**src/rtl/serial_adder_pkg.sv**
```systemverilog
// Shared types and helpers for the bit-serial add/subtract unit.
package serial_adder_pkg;

  typedef enum logic [1:0] {
    IDLE = 2'b00,
    RUN  = 2'b01,
    DONE = 2'b10
  } state_e;

  // The bit counter never collapses to zero width, even for a 1-bit datapath.
  function automatic int cnt_width(input int width);
    return (width > 1) ? $clog2(width) : 1;
  endfunction

endpackage

```
**src/rtl/serial_adder_if.sv**
```systemverilog
// Operand (upstream) and result (downstream) handshakes of the serial adder.
interface serial_adder_if #(
  parameter int WIDTH = 8
);
  logic             i_valid;
  logic             o_ready;
  logic [WIDTH-1:0] i_a;
  logic [WIDTH-1:0] i_b;
  logic             i_cin;
  logic             i_sub;
  logic             o_valid;
  logic             i_ready;
  logic [WIDTH-1:0] o_sum;
  logic             o_cout;
  logic             o_overflow;

  modport slave (
    input  i_valid, i_a, i_b, i_cin, i_sub, i_ready,
    output o_ready, o_valid, o_sum, o_cout, o_overflow
  );

  modport master (
    output i_valid, i_a, i_b, i_cin, i_sub, i_ready,
    input  o_ready, o_valid, o_sum, o_cout, o_overflow
  );
endinterface

```
**src/rtl/serial_adder_full_adder.sv**
```systemverilog
// Single-bit full adder cell shared by every bit position of the serial adder.
module full_adder (
  input  logic i_bit1,
  input  logic i_bit2,
  input  logic i_carry,
  output logic o_sum,
  output logic o_carry
);
  assign o_sum   = i_bit1 ^ i_bit2 ^ i_carry;
  assign o_carry = (i_bit1 & i_bit2) | (i_carry & (i_bit1 ^ i_bit2));
endmodule

```
**src/rtl/serial_adder.sv**
```systemverilog
// Bit-serial add/subtract unit: one full-adder cell, LSB first, valid/ready on both sides.
module serial_adder
  import serial_adder_pkg::*;
#(
  parameter int WIDTH = 8
) (
  input  logic          i_clk,
  input  logic          i_rst,
  serial_adder_if.slave bus
);
  localparam int CNT_W = cnt_width(WIDTH);

  state_e             state_q, state_d;
  logic [CNT_W-1:0]   cnt_q, cnt_d;
  logic [WIDTH-1:0]   a_q, a_d;
  logic [WIDTH-1:0]   b_q, b_d;
  logic [WIDTH-1:0]   sum_q, sum_d;
  logic               carry_q, carry_d;
  logic               cout_q, cout_d;
  logic               ovf_q, ovf_d;

  logic               fa_sum;
  logic               fa_carry;
  logic               last_bit;
  logic [WIDTH:0]     sum_shift;

  full_adder u_full_adder (
    .i_bit1  (a_q[0]),
    .i_bit2  (b_q[0]),
    .i_carry (carry_q),
    .o_sum   (fa_sum),
    .o_carry (fa_carry)
  );

  assign last_bit  = (cnt_q == CNT_W'(WIDTH - 1));
  // New sum bit enters at the MSB; this form stays legal when WIDTH is 1.
  assign sum_shift = {fa_sum, sum_q} >> 1;

  always_comb begin
    // NOTE: every signal gets a default before the case so no path leaves it unassigned (no latch).
    state_d = state_q;
    cnt_d   = cnt_q;
    a_d     = a_q;
    b_d     = b_q;
    sum_d   = sum_q;
    carry_d = carry_q;
    cout_d  = cout_q;
    ovf_d   = ovf_q;

    case (state_q)
      IDLE: begin
        if (bus.i_valid) begin
          state_d = RUN;
          a_d     = bus.i_a;
          b_d     = bus.i_sub ? ~bus.i_b : bus.i_b;
          carry_d = bus.i_sub ? 1'b1 : bus.i_cin;
          cnt_d   = '0;
        end
      end
      RUN: begin
        sum_d   = sum_shift[WIDTH-1:0];
        a_d     = a_q >> 1;
        b_d     = b_q >> 1;
        carry_d = fa_carry;
        cnt_d   = cnt_q + CNT_W'(1);
        if (last_bit) begin
          // Operand MSBs are at bit 0 of the shift registers by the final cycle.
          cout_d  = fa_carry;
          ovf_d   = (a_q[0] == b_q[0]) && (fa_sum != a_q[0]);
          state_d = DONE;
        end
      end
      DONE: begin
        if (bus.i_ready) state_d = IDLE;
      end
      default: state_d = IDLE;
    endcase
  end

  always_ff @(posedge i_clk) begin
    // NOTE: sequential state uses non-blocking assignments so all registers update together.
    if (i_rst) begin
      state_q <= IDLE;
      cnt_q   <= '0;
      a_q     <= '0;
      b_q     <= '0;
      sum_q   <= '0;
      carry_q <= 1'b0;
      cout_q  <= 1'b0;
      ovf_q   <= 1'b0;
    end else begin
      state_q <= state_d;
      cnt_q   <= cnt_d;
      a_q     <= a_d;
      b_q     <= b_d;
      sum_q   <= sum_d;
      carry_q <= carry_d;
      cout_q  <= cout_d;
      ovf_q   <= ovf_d;
    end
  end

  assign bus.o_ready    = (state_q == IDLE);
  assign bus.o_valid    = (state_q == DONE);
  assign bus.o_sum      = sum_q;
  assign bus.o_cout     = cout_q;
  assign bus.o_overflow = ovf_q;

endmodule

```
**src/flat_wrapper.sv**
```systemverilog
// flat-port wrapper written by rule: the top's interface ports become plain ports
module serial_adder_flat import serial_adder_pkg::*;
#(
  parameter int WIDTH = 8
)
  (i_clk, i_rst, bus_i_valid, bus_i_a, bus_i_b, bus_i_cin, bus_i_sub, bus_i_ready, bus_o_ready, bus_o_valid, bus_o_sum, bus_o_cout, bus_o_overflow);
  serial_adder_if #(.WIDTH(WIDTH)) bus_i ();
  input  logic i_clk;
  input  logic i_rst;
  input wire logic [$bits(bus_i.i_valid)-1:0] bus_i_valid;
  input wire logic [$bits(bus_i.i_a)-1:0] bus_i_a;
  input wire logic [$bits(bus_i.i_b)-1:0] bus_i_b;
  input wire logic [$bits(bus_i.i_cin)-1:0] bus_i_cin;
  input wire logic [$bits(bus_i.i_sub)-1:0] bus_i_sub;
  input wire logic [$bits(bus_i.i_ready)-1:0] bus_i_ready;
  output wire logic [$bits(bus_i.o_ready)-1:0] bus_o_ready;
  output wire logic [$bits(bus_i.o_valid)-1:0] bus_o_valid;
  output wire logic [$bits(bus_i.o_sum)-1:0] bus_o_sum;
  output wire logic [$bits(bus_i.o_cout)-1:0] bus_o_cout;
  output wire logic [$bits(bus_i.o_overflow)-1:0] bus_o_overflow;
  assign bus_i.i_valid = bus_i_valid;
  assign bus_i.i_a = bus_i_a;
  assign bus_i.i_b = bus_i_b;
  assign bus_i.i_cin = bus_i_cin;
  assign bus_i.i_sub = bus_i_sub;
  assign bus_i.i_ready = bus_i_ready;
  assign bus_o_ready = bus_i.o_ready;
  assign bus_o_valid = bus_i.o_valid;
  assign bus_o_sum = bus_i.o_sum;
  assign bus_o_cout = bus_i.o_cout;
  assign bus_o_overflow = bus_i.o_overflow;
  serial_adder #(.WIDTH(WIDTH)) u_core (.i_clk(i_clk), .i_rst(i_rst), .bus(bus_i));
endmodule
```
**config.mk**
```make
export PLATFORM = sky130hd
export DESIGN_NAME = serial_adder_flat
export DESIGN_NICKNAME = d
export VERILOG_FILES = /design/src/rtl/serial_adder_pkg.sv /design/src/rtl/serial_adder_if.sv /design/src/rtl/serial_adder_full_adder.sv /design/src/rtl/serial_adder.sv /design/src/flat_wrapper.sv
export SDC_FILE = /design/constraint.sdc
export NUM_CORES = 1
export LEC_CHECK = 0
export ABC_AREA = 1
export CAP_MARGIN = 20
export CORE_ASPECT_RATIO = 1.5
export CORE_MARGIN = 2
export CORE_UTILIZATION = 40
export DETAILED_ROUTE_END_ITERATION = 10
export GPL_TIMING_DRIVEN = 0
export HOLD_SLACK_MARGIN = 0.06
export PLACE_DENSITY_LB_ADDON = 0.1
export SLEW_MARGIN = 20
export SYNTH_ARGS = -nofsm -noshare
export SYNTH_HDL_FRONTEND = slang
export SYNTH_SLANG_ARGS = --single-unit
```
**constraint.sdc**
```tcl
create_clock -name i_clk -period 1.6 [get_ports i_clk]
set_input_delay 0.4 -clock i_clk [delete_from_list [all_inputs] [get_ports i_clk]]
set_output_delay 0.4 -clock i_clk [all_outputs]
set_load 0.03 [all_outputs]
```
======== Word-level counts from Yosys, hierarchy flattened ========
Cells that the tools add are included.
cells by class
  add/sub/neg operators ................... 1
  multiply operators ...................... 0
  div/mod/pow operators ................... 0
  order comparisons ....................... 0
  eq/ne operators ......................... 8
  shift-type cells ........................ 0
  mux-type cells .......................... 14
  bitwise logic cells ..................... 6
  reduce and logical (&&, ||, !) cells .... 6
operators with widths
  kind                   number
  $pmux W8 S2            2
  $mux W8                3
  $not A8 Y8             1
  $mux W2                3
  $pmux W2 S3            1
  $pmux W3 S2            1
  $ne A2 B2 Y1 const B   2
  $reduce_and A2 Y1      2
  $add A3 B1 Y3 const B  1
  $eq A3 B3 Y1 const B   1
  $mux W3                1
  $reduce_and A3 Y1      1
  $and A1 B1 Y1          2
  $eq A2 B1 Y1 const B   1
  $eq A2 B2 Y1 const B   1
  $logic_not A2 Y1       1
  $mux W1                2
  $ne A2 B1 Y1 const B   1
  $pmux W1 S2            1
  $reduce_bool A2 Y1     1
  $xor A1 B1 Y1          2
  $eq A1 B1 Y1           1
  $logic_and A1 B1 Y1    1
  $ne A1 B1 Y1           1
  $or A1 B1 Y1           1
word-level totals
  register bits ........................... 32
  bits in latches ......................... 0
  memory bits (writable) .................. 0
  ROM bits ................................ 0
  input bits .............................. 22
  word-level logic and storage cells ...... 43
  memories kept ........................... 0

======== Depth between registers and ports, before layout ========
  depth in word-level cells ............... 4
  depth in mapped cells ................... 8
  mapped depth without buffers ............ 7

======== Hierarchy ========
Synthesis repeated with hierarchy kept, for this count alone.
second synthesis, totals
  cell total of the unflattened synthesis .. 238
  area total of the unflattened synthesis .. 1570.3 sq um
modules (own cells, without submodules)
  module        times used  cells each  area each (sq um)
  serial_adder  1           237         1550.2
  full_adder    1           1           20.0

======== Worst setup path before layout ========
OpenSTA, ideal clock, no wires.
  path type ............................... register to register
  from .................................... register u_core.a_q[0]
  to ...................................... register u_core.ovf_q, in the netlist u_core.bus.o_overflow
  data arrival time ....................... 1.199 ns
  data required time ...................... 1.530 ns
  slack ................................... 0.332 ns
  cell stages (with the launch flop) ...... 6
  path buffers ............................ 0
  path through ............................ dfxtp_1 > fa_1 > nor2_1 > nor2_1 > nand3_1 > a21oi_1
on the way
  longest elaborated chain between the ends .. 4
RTL lines
  what                        RTL line                      source
  start, declared             serial_adder.sv:15            logic [WIDTH-1:0] a_q, a_d;
  start signal, assigned      serial_adder.sv:85            a_q <= '0;
  start signal, assigned      serial_adder.sv:94            a_q <= a_d;
  $xor A1 B1 Y1 (2 in a row)  serial_adder_full_adder.sv:9  assign o_sum = i_bit1 ^ i_bit2 ^ i_carry;
  via u_core.fa_sum           serial_adder.sv:22            logic fa_sum;
  $ne A1 B1 Y1                serial_adder.sv:69            ovf_d = (a_q[0] == b_q[0]) && (fa_sum != a_q[0]);
  $logic_and A1 B1 Y1         serial_adder.sv:69
  end signal, assigned        serial_adder.sv:99            ovf_q <= ovf_d;
  end, declared               serial_adder.sv:20            logic ovf_q, ovf_d;
The timed path passes the listed nets, and every way through them passes these cells.
A chain may end at the register's enable or synchronous reset.

======== Worst setup path in the final report ========
  from .................................... register u_core.state_q[0]
  to ...................................... output bus_o_ready
on the way
  longest elaborated chain between the ends .. 1
RTL lines
  what                    RTL line             source
  start, declared         serial_adder.sv:13   state_e state_q, state_d;
  start signal, assigned  serial_adder.sv:92   state_q <= state_d;
  $logic_not A2 Y1        serial_adder.sv:103  assign bus.o_ready = (state_q == IDLE);
  end, declared           flat_wrapper.sv:16   output wire logic [$bits(bus_i.o_ready)-1:0] bus_o_ready;
No other way between the ends.

==> metrics.cfg <==
[run_status]
status=completed

[placed_design]
port_buffers=30
hpwlAfterDp_um=2540
gp_congestion=0.792
post_dp_cell_area_um2=1930

[drt]
wl_um=3440
ant_nets=0
drtPass1Iterations=4
vias=1509
post_drt_wl_per_cell_um=10.7
drtIter0Drc=29
viasPerCell=4.67
drc=0

[synthesis]
synth_area_um2=1580
syn_nets=264
avgSynthCellArea_um2=6.62
ys_warn_count=0
synth.most_common_cell=nand2_1
yosysSeqAreaShare_pct=40.6
synth_common_cells=nand2_1, nor2_1, dfxtp_1, nand3_1, inv_1
ys_top_cells_by_area=dfxtp_1, nand2_1, nand3_1, nor2_1, inv_1
yosys.area.top_type=dfxtp_1
synth-edff-count=0
synth_cell_types=21
async_reset_ff_share_pct=0
ys_seq_elements=32
synth_top_area_share_pct=40.6
netlist_instances=238
ys.flop_type=dfxtp_1

[critical_path]
path_class=flop to output port
cp_num_buf_inv=1
rrSetupSlack_ns=0.22
cpPeakStageDelay_ns=0.38
crit_family=flip-flops
worstPathArrival_ns=1.12
cp-start-kind=flop
crit_required_ns=1.20
cp_slowest_cell=dfxtp_1
cp-end-kind=output port
crit_fanout=7
worstPathCellList=nor2_4, buf_2

[global_route]
track_usage_pct=17.3
grt_pass1_vias=1386
grt_overflow=0
antenna_found_initial=0
grt_pass1_wl_um=5980
grt_max_degree=11

[final_layout]
final_core_util_pct=52.4
syn_to_final_growth_pct=28.2
drive_above_1_share_pct=8.27
final_area_um2=2020
antenna_cells=0
nNetsFinal=303

[clock_tree]
cts_tree=yes
numClockSinks=32
numCtsBuffers=5
insertion_delay_ns=0.29
cts_max_level=2
root_buffer=clkbuf_8
clkTransAtPathRegs_ns=0.06
clockBufferDepth=2

[sta]
worst_pin_slew_ns=0.526
skew_ns=0.00277
fmax_ghz=0.657
min_period_ns=1.52
hold_viol=0
hold_ws_ns=0.371
period_share_pct=95.1
finalSetupViolCount=0
rsz0062_at_grt=no
relSlewSlack_pct=65.0
slew_violations=0

[run]
drv_cap=0

[hold_path]
hold_class=input port to flop

[floorplanning]
die_y_um=80.9
die_area_um2=4470
ios=34
coreArea_um2=3850
start_util_pct=40.9
rows=28
die_w_um=55.3

[power]
powerDensity_nw_per_um2=937
cellLeakagePower_nw=1.03
ir_worst_vdd_v=0.000648

## flip-flops by register name, indices dropped and copies added (netlist names)
name	flops
u_core.bus.o_sum	8
u_core.bus.o_cout	1
u_core.a_q	8
u_core.cnt_q	3
u_core.state_q	2
u_core.b_q	8
u_core.bus.o_overflow	1
u_core.carry_q	1
## worst paths after layout
check	startpoint	endpoint	cells after the start
worst max-delay path	u_core.state_q[0]$_SDFFE_PP0P_	bus_o_ready	2
worst min-delay path	i_rst	u_core.cnt_q[2]$_SDFFE_PP0P_	2
worst max register to register	u_core.a_q[0]$_SDFFE_PP0P_	u_core.bus.o_overflow$_SDFFE_PP0P_	5
worst min register to register	u_core.bus.o_cout$_SDFFE_PP0P_	u_core.bus.o_cout$_SDFFE_PP0P_	2
## area by class of cell
cell class | instances | area [um2]
fillers | 414 | 1830
multi-input cells | 168 | 761
flip-flops and latches | 32 | 641
repair buffers | 32 | 293
inverters | 28 | 108
clock buffers | 8 | 90.1
plain buffers | 10 | 72.6
well taps | 45 | 56.3
## what timing repair did
action | 4_1_cts | 5_1_grt
hold buffers | 0 | 0
gates resized for setup | 19 | 2
endpoints found under the setup margin | 12 | 1
buffers inserted | 0 | 2
pin swaps | 0 | 1
## logic make-up after synthesis
family	Yosys count	share of synthesized area, %
flops	32	40.6
xor+xnor	1	0.556
simple gates	144	37.7
fa+ha+maj	4	3.65
compound gates	19	6.03
buf+inv	38	11.4
## cell usage in the layout, fill, tap and decap left out, drive strengths merged
cell type	n
nand3	32
clkdlybuf4s50	18
nand3b	1
a21oi	10
xor2	1
buf	12
ha	3
nand2	70
nor2	41
clkbuf	10
dfxtp	32
o21ai	9
fa	1
inv	28
dlygate4sd2	10
## through the flow
stage	power, W	cells	TNS [ns]	worst slack [ns]
floorplan	0.00114	238	0	0.332
global placement	0.00127	313	-0.286	-0.249
detailed placement	0.00128	313	-0.288	-0.247
CTS	0.00191	321	-0.0556	-0.0556
global route	0.00200	323	0	0.0238
finish	0.00189	323	0	0.0785
## where the power goes
group / internal (W) / switching (W)
Combinational: 0.000156 / 0.000208
Sequential: 0.000850 / 0.0000365
Clock: 0.000350 / 0.000291
Total: 0.00136 / 0.000536
## worst register-to-register path, delay by kind of cell, from the launching register on
family / cells / cell delay (ns)
flip-flops: 1 / 0.36
adder cells (fa/ha/maj): 1 / 0.59
AO/OA/AOI/OAI: 1 / 0.12
AND/OR/NAND/NOR: 3 / 0.23
## routing by layer
metal | vias up | track usage (%) | wire [um] | share of wire, %
met4 | 0 | 8.78 | 82 | 2.4
met3 | 6 | 4.30 | 126 | 3.7
met5 | - | 0 | 0 | 0
met1 | 649 | 17.9 | 1390 | 40
li1 | 822 | - | - | -
met2 | 32 | 32.4 | 1850 | 54
(Power assumes the default switching activity.)
